`src/rtl/vga_defs_pkg.sv`:
```
// vga_defs_pkg: shared VGA timing, sprite geometry and RGB565 definitions
package vga_defs_pkg;
   localparam int H_ACTIVE = 640;
   localparam int V_ACTIVE = 480;
   localparam int SPRITE_W = 64;
   localparam int SPRITE_H = 64;
   localparam int LAT      = 3;
   localparam int R_W      = 5;
   localparam int G_W      = 6;
   localparam int B_W      = 5;
   localparam logic [15:0] RGB_BLACK = 16'h0000;
   localparam logic [15:0] RGB_WHITE = 16'hFFFF;
   typedef struct packed {
      logic [R_W-1:0] r;
      logic [G_W-1:0] g;
      logic [B_W-1:0] b;
   } rgb565_t;
   function automatic rgb565_t expand_bits(input logic r, input logic g, input logic b);
      return '{r: {R_W{r}}, g: {G_W{g}}, b: {B_W{b}}};
   endfunction
endpackage

```
`src/rtl/vga_sprite_mover.sv`:
```
// vga_sprite_mover: bouncing sprite position, stepped once per VSYNC falling edge
//  clk, rst       : clock, synchronous active-high reset
//  vsync          : raw VSYNC (active-low); its 1->0 edge is the frame tick
//  xpos, ypos     : sprite top-left corner
module vga_sprite_mover import vga_defs_pkg::*; #(
   parameter int H_ACTIVE = vga_defs_pkg::H_ACTIVE,
   parameter int V_ACTIVE = vga_defs_pkg::V_ACTIVE,
   parameter int X0       = 288,
   parameter int Y0       = 208
) (
   input  logic        clk,
   input  logic        rst,
   input  logic        vsync,
   output logic [11:0] xpos,
   output logic [11:0] ypos
);
   localparam logic [11:0] X_MAX = 12'(H_ACTIVE - SPRITE_W);
   localparam logic [11:0] Y_MAX = 12'(V_ACTIVE - SPRITE_H);
   logic        vs_q, dx_neg, dy_neg, tick, x_out, y_out;
   logic [11:0] x_nx, y_nx;
   // stepping below 0 wraps to a large value, so one upper compare covers both limits
   always_comb begin
      tick  = vs_q & ~vsync;
      x_nx  = dx_neg ? xpos - 12'd1 : xpos + 12'd1;
      y_nx  = dy_neg ? ypos - 12'd1 : ypos + 12'd1;
      x_out = x_nx > X_MAX;
      y_out = y_nx > Y_MAX;
   end
   always_ff @(posedge clk) begin
      if (rst) begin
         vs_q   <= 1'b1;
         xpos   <= 12'(X0);
         ypos   <= 12'(Y0);
         dx_neg <= 1'b0;
         dy_neg <= 1'b0;
      end else begin
         vs_q <= vsync;
         if (tick) begin
            xpos   <= x_out ? (dx_neg ? xpos + 12'd1 : xpos - 12'd1) : x_nx;
            ypos   <= y_out ? (dy_neg ? ypos + 12'd1 : ypos - 12'd1) : y_nx;
            dx_neg <= dx_neg ^ x_out;
            dy_neg <= dy_neg ^ y_out;
         end
      end
   end
endmodule

```
`src/rtl/vga_sprite_pipeline.sv`:
```
// vga_sprite_pipeline: 3-stage pixel pipeline drawing a 64x64 ROM sprite as RGB565
//  vga_clk, rst             : pixel clock, synchronous active-high reset
//  Ready_Sig, Column/Row    : visible flag and 0-based pixel coordinates
//  HSYNC_in, VSYNC_in       : raw active-low syncs, delayed 3 cycles to HSYNC_Sig/VSYNC_Sig
//  rom_addr, *_rom_data     : sprite row index out, 64-bit plane rows back one cycle later
//  Red/Green/Blue_Sig       : registered pixel colour
//  Macro VGA_SPRITE_MOVE_EN : sprite bounces one pixel per frame instead of staying at X0/Y0
module vga_sprite_pipeline import vga_defs_pkg::*; #(
   parameter int          H_ACTIVE = vga_defs_pkg::H_ACTIVE,
   parameter int          V_ACTIVE = vga_defs_pkg::V_ACTIVE,
   parameter int          X0       = 288,
   parameter int          Y0       = 208,
   parameter logic [15:0] BG_COLOR = 16'h0000
) (
   input  logic        vga_clk,
   input  logic        rst,
   input  logic        Ready_Sig,
   input  logic [11:0] Column_Addr_Sig,
   input  logic [11:0] Row_Addr_Sig,
   input  logic        HSYNC_in,
   input  logic        VSYNC_in,
   output logic [5:0]  rom_addr,
   input  logic [63:0] red_rom_data,
   input  logic [63:0] green_rom_data,
   input  logic [63:0] blue_rom_data,
   output logic [4:0]  Red_Sig,
   output logic [5:0]  Green_Sig,
   output logic [4:0]  Blue_Sig,
   output logic        HSYNC_Sig,
   output logic        VSYNC_Sig
);
   localparam logic [11:0] SW    = 12'(SPRITE_W);
   localparam logic [11:0] SH    = 12'(SPRITE_H);
   localparam logic [11:0] H_LIM = 12'(H_ACTIVE);
   localparam logic [11:0] V_LIM = 12'(V_ACTIVE);
   logic [11:0] xpos, ypos, col_d, row_d;
   logic        hit, hit1, rdy1, hit2, rdy2, br, bg, bb;
   logic [5:0]  off1, off2, sel;
   logic [2:0]  hs_q, vs_q;
   rgb565_t     rgb_n, rgb_q;
`ifdef VGA_SPRITE_MOVE_EN
   vga_sprite_mover #(.H_ACTIVE(H_ACTIVE), .V_ACTIVE(V_ACTIVE), .X0(X0), .Y0(Y0)) u_mover (
      .clk   (vga_clk),
      .rst   (rst),
      .vsync (VSYNC_in),
      .xpos  (xpos),
      .ypos  (ypos)
   );
`else
   assign xpos = 12'(X0);
   assign ypos = 12'(Y0);
`endif
   // the >= checks reject negative offsets before the 6-bit truncation
   always_comb begin
      col_d = Column_Addr_Sig - xpos;
      row_d = Row_Addr_Sig - ypos;
      hit   = Ready_Sig && Column_Addr_Sig >= xpos && Row_Addr_Sig >= ypos &&
              col_d < SW && row_d < SH && Column_Addr_Sig < H_LIM && Row_Addr_Sig < V_LIM;
      sel   = ~off2;
      br    = red_rom_data[sel];
      bg    = green_rom_data[sel];
      bb    = blue_rom_data[sel];
      rgb_n = !rdy2 ? rgb565_t'(RGB_BLACK) :
              (hit2 && (br || bg || bb)) ? expand_bits(br, bg, bb) : rgb565_t'(BG_COLOR);
   end
   always_ff @(posedge vga_clk) begin
      if (rst) begin
         rom_addr <= '0;
         hit1     <= 1'b0;
         rdy1     <= 1'b0;
         off1     <= '0;
         hit2     <= 1'b0;
         rdy2     <= 1'b0;
         off2     <= '0;
         rgb_q    <= rgb565_t'(RGB_BLACK);
         hs_q     <= '1;
         vs_q     <= '1;
      end else begin
         if (hit) rom_addr <= row_d[5:0];
         hit1  <= hit;
         rdy1  <= Ready_Sig;
         off1  <= col_d[5:0];
         hit2  <= hit1;
         rdy2  <= rdy1;
         off2  <= off1;
         rgb_q <= rgb_n;
         hs_q  <= {hs_q[1:0], HSYNC_in};
         vs_q  <= {vs_q[1:0], VSYNC_in};
      end
   end
   assign Red_Sig   = rgb_q.r;
   assign Green_Sig = rgb_q.g;
   assign Blue_Sig  = rgb_q.b;
   assign HSYNC_Sig = hs_q[2];
   assign VSYNC_Sig = vs_q[2];
endmodule
```
`config.mk`:
```
export PLATFORM = sky130hd
export DESIGN_NAME = vga_sprite_pipeline
export DESIGN_NICKNAME = d
export VERILOG_FILES = /design/src/rtl/vga_defs_pkg.sv /design/src/rtl/vga_sprite_mover.sv /design/src/rtl/vga_sprite_pipeline.sv
export SDC_FILE = /design/constraint.sdc
export NUM_CORES = 1
export LEC_CHECK = 0
export BUFFER_PORTS_ARGS = -buffer_cell sky130_fd_sc_hd__buf_2
export CORE_AREA = 2 2 95 97
export CTS_BUF_LIST = sky130_fd_sc_hd__clkbuf_8 sky130_fd_sc_hd__clkbuf_16
export DETAILED_ROUTE_END_ITERATION = 8
export DIE_AREA = 0 0 97 99
export PLACE_DENSITY = 0.73
export SYNTH_ARGS = -nofsm -noshare
export SYNTH_HDL_FRONTEND = slang
export SYNTH_SLANG_ARGS = --single-unit
export TNS_END_PERCENT = 1
```
`constraint.sdc`:
```
create_clock -name vga_clk -period 2.5 [get_ports vga_clk]
set_clock_uncertainty 0.05 [all_clocks]
set_input_delay 0.25 -clock vga_clk [delete_from_list [all_inputs] [get_ports vga_clk]]
set_output_delay 0.25 -clock vga_clk [all_outputs]
set_load 0.01 [all_outputs]
```
==> run_results.csv <==
group,metric,value,unit
pwr,sequentialPowerShare,0.393,
clocking,postCtsSetupBuffers,0,
pwr,combPwrFrac,0.328,
pwr,power,1.35,mW
critical_path,worstPathArrival,2350,ps
grt,grt_max_degree,29,
timing,tightest_slew,656,ps
die,io_pins,245,
timing,setup_viol_count_final,0,
layout,layout-drive-gt1-share,0.676,
grt,track_usage,0.217,
pwr,powerDensity,322,nW/um^2
clocking,h-tree-depth,2,
clocking,cts_made_buffers,5,
placed_design,post-place-ws,199,ps
timing,rsz0062_at_grt,"no",
pwr,switching_share,0.277,
clocking,clock_latency,270,ps
pwr,power_switching,0.373,mW
timing,fmax,444,MHz
pwr,clkPwrFrac,0.280,
critical_path,crit_type,"reg -> reg",
critical_path,crit_path_end_kind,"flop",
status,status,"completed",
route,ant_nets,0,
clocking,cts.clk_slew.worst_paths,70,ps
die,die_h,99,um
pwr,irDropWorstVdd,268,uV
layout,nets,705,
timing,slew_headroom,0.563,
route,vias,3108,
grt,grt_pass1_vias,3265,
clocking,cts_hold_buf,0,
synth,synth_ff_type,"dfxtp_1",
die,dieArea,9600,um^2
placed_design,numPortBuffers,244,
clocking,cts_tree,"done",
clocking,clock-sinks,31,
route,vias_per_cell,5.25,
timing,fin_crit,2250,ps
route,wl_per_cell,18.1,um
critical_path,crit_fanout,23,
layout,seqCellArea,623,um^2
synth,synthArstFlopShare,0,
grt,grt_antenna_before_repair,3,
pwr,internal-power,0.976,mW
critical_path,startpoint_type,"flop",
critical_path,r2r_slack,250,ps
critical_path,required,2600,ps
die,start_util,0.337,
min_path,hp-class,"in -> reg",
synth,synth-edff-count,0,
synth,ys_warn_count,0,
route,dr.pass1.iters,4,
clocking,cts_root_buf,"clkbuf_8",
route,finalWirelength,10700,um
timing,setup_slack,248,ps
flow_run,drv_cap,0,
placed_design,routabilityCongestion,0.939,
clocking,cts_buffer_depth,2,
die,die_x,97,um
synth,synth_area_per_cell,11.3,um^2
route,drt_iter0_drc,66,
die,core_area,8550,um^2
synth,syn_area,2880,um^2
synth,postSynthCellCount,255,
synth,ys_seq_area_frac,0.215,
timing,finalMaxSlewViolations,0,
timing,hold_viol,0,
route,drcViolationCount,0,
layout,fin_area,4190,um^2
grt,grt_first_pass_wirelength,16600,um
synth,yosysUniqueCellTypes,47,
layout,syn_to_final_growth,45.3,%
timing,final.setup.tns,0,ps
synth,ys_ff_latch,31,
synth,syn-num-nets,479,
timing,fin_crit_sh,0.901,
placed_design,dpl.hpwl,9210,um
layout,fill_cells,818,
clocking,cts_resized,0,
pwr,p_leak,1.89,nW
layout,multi_input_area,2010,um^2
grt,gr-total-overflow,0,
timing,hold_ws,103,ps
die,rows,34,
placed_design,dpl-instance-area,4100,um^2
[path summary, 6_finish.rpt]
check,startpoint,endpoint,depth (start not counted)
worst min-delay path,VSYNC_in,vs_q[0],2
worst max-delay path,off2[0],Red_Sig[0],5
worst min register to register,vs_q[0],vs_q[1],1
worst max register to register,off2[0],Red_Sig[0],5
[cell families after synthesis]
family                   Yosys count  share of synthesized area
multiplexers                      69                      0.434
buffers and inverters             39                     0.0886
AO/OA/AOI/OAI                     37                     0.0903
AND/OR/NAND/NOR                   76                      0.158
adder cells (fa/ha/maj)            3                     0.0130
flip-flops                        31                      0.215
[layout by cell type (no fill, tap or decap), types with 5 or more instances in the layout]
cell type	netlist	routed
buf_2	6	244
mux4_2	44	44
dfxtp_1	31	29
nor2b_1	21	21
mux2i_1	17	17
nand3_1	12	12
o21ai_0	9	9
nand2_1	9	9
or2_2	7	7
a21oi_1	7	7
buf_4	15	7
inv_1	5	6
nor2_1	6	6
mux2_2	6	6
nor3_1	5	5
clkbuf_8	0	5
[cells in the mapped netlist, drive strengths merged, types with 2 or more instances]
cell	count	area, um^2
mux2	8	90.1
inv	5	18.8
or4b	2	23.8
nand2b	3	18.8
dfxtp	31	621
nand3b	3	22.5
nand2	9	33.8
mux2i	17	170
nor2b	21	131
ha	3	37.5
buf	28	214
a2111oi	2	18.8
mux4	44	991
a31oi	2	12.5
nand3	12	60.1
nor3	5	25.0
nor4b	2	17.5
o21ai	11	58.8
nor2	6	22.5
clkbuf	6	22.5
o22ai	3	18.8
a22oi	2	15.0
a21oi	7	35.0
o2111ai	2	17.5
or2	7	43.8
[power by group through the flow]
stage | Combinational (mW) | Clock, mW | Sequential (mW)
2_1_floorplan | 0.236 | 0 | 0.523
3_3_place_gp | 0.434 | 0 | 0.541
3_5_place_dp | 0.443 | 0 | 0.542
4_1_cts | 0.445 | 0.392 | 0.531
5_1_grt | 0.481 | 0.415 | 0.533
6_report | 0.442 | 0.377 | 0.530
[routing by layer]
layer	wire length (um)	vias up	track usage
met5	16	-	0
met4	248	2	0.0618
met3	899	24	0.0596
met2	5580	161	0.397
met1	3990	1475	0.248
li1	-	1446	-
[worst max-delay path: stages, from the launching register on]
cell,delay [ps]
dfxtp_2,760
mux4_2,580
mux2i_1,160
nor2b_1,70
nor4_1,400
o22ai_1,110
[sequential cells by signal, indices dropped and copies added, names as in the netlist]
register   count
hit2           1
Green_Sig      1
hs_q           3
off2           6
vs_q           3
off1           6
rom_addr       6
rdy2           1
hit1           1
Red_Sig        1
rdy1           1
Blue_Sig       1
[metrics by stage]
step,cells,utilization
after floorplan,255,-
after global placement,582,0.479
after detailed placement,582,0.479
after CTS,590,0.489
final,592,0.490
after global routing,592,0.490
[area by class of cell]
class,instances,area share
well taps,108,0.0323
repair buffers,253,0.314
inverters,5,0.00448
diodes,2,0.00120
clock inverters,3,0.00389
clock buffers,5,0.0164
flip-flops and latches,31,0.149
multi-input cells,185,0.479
(Power assumes the default switching activity.)
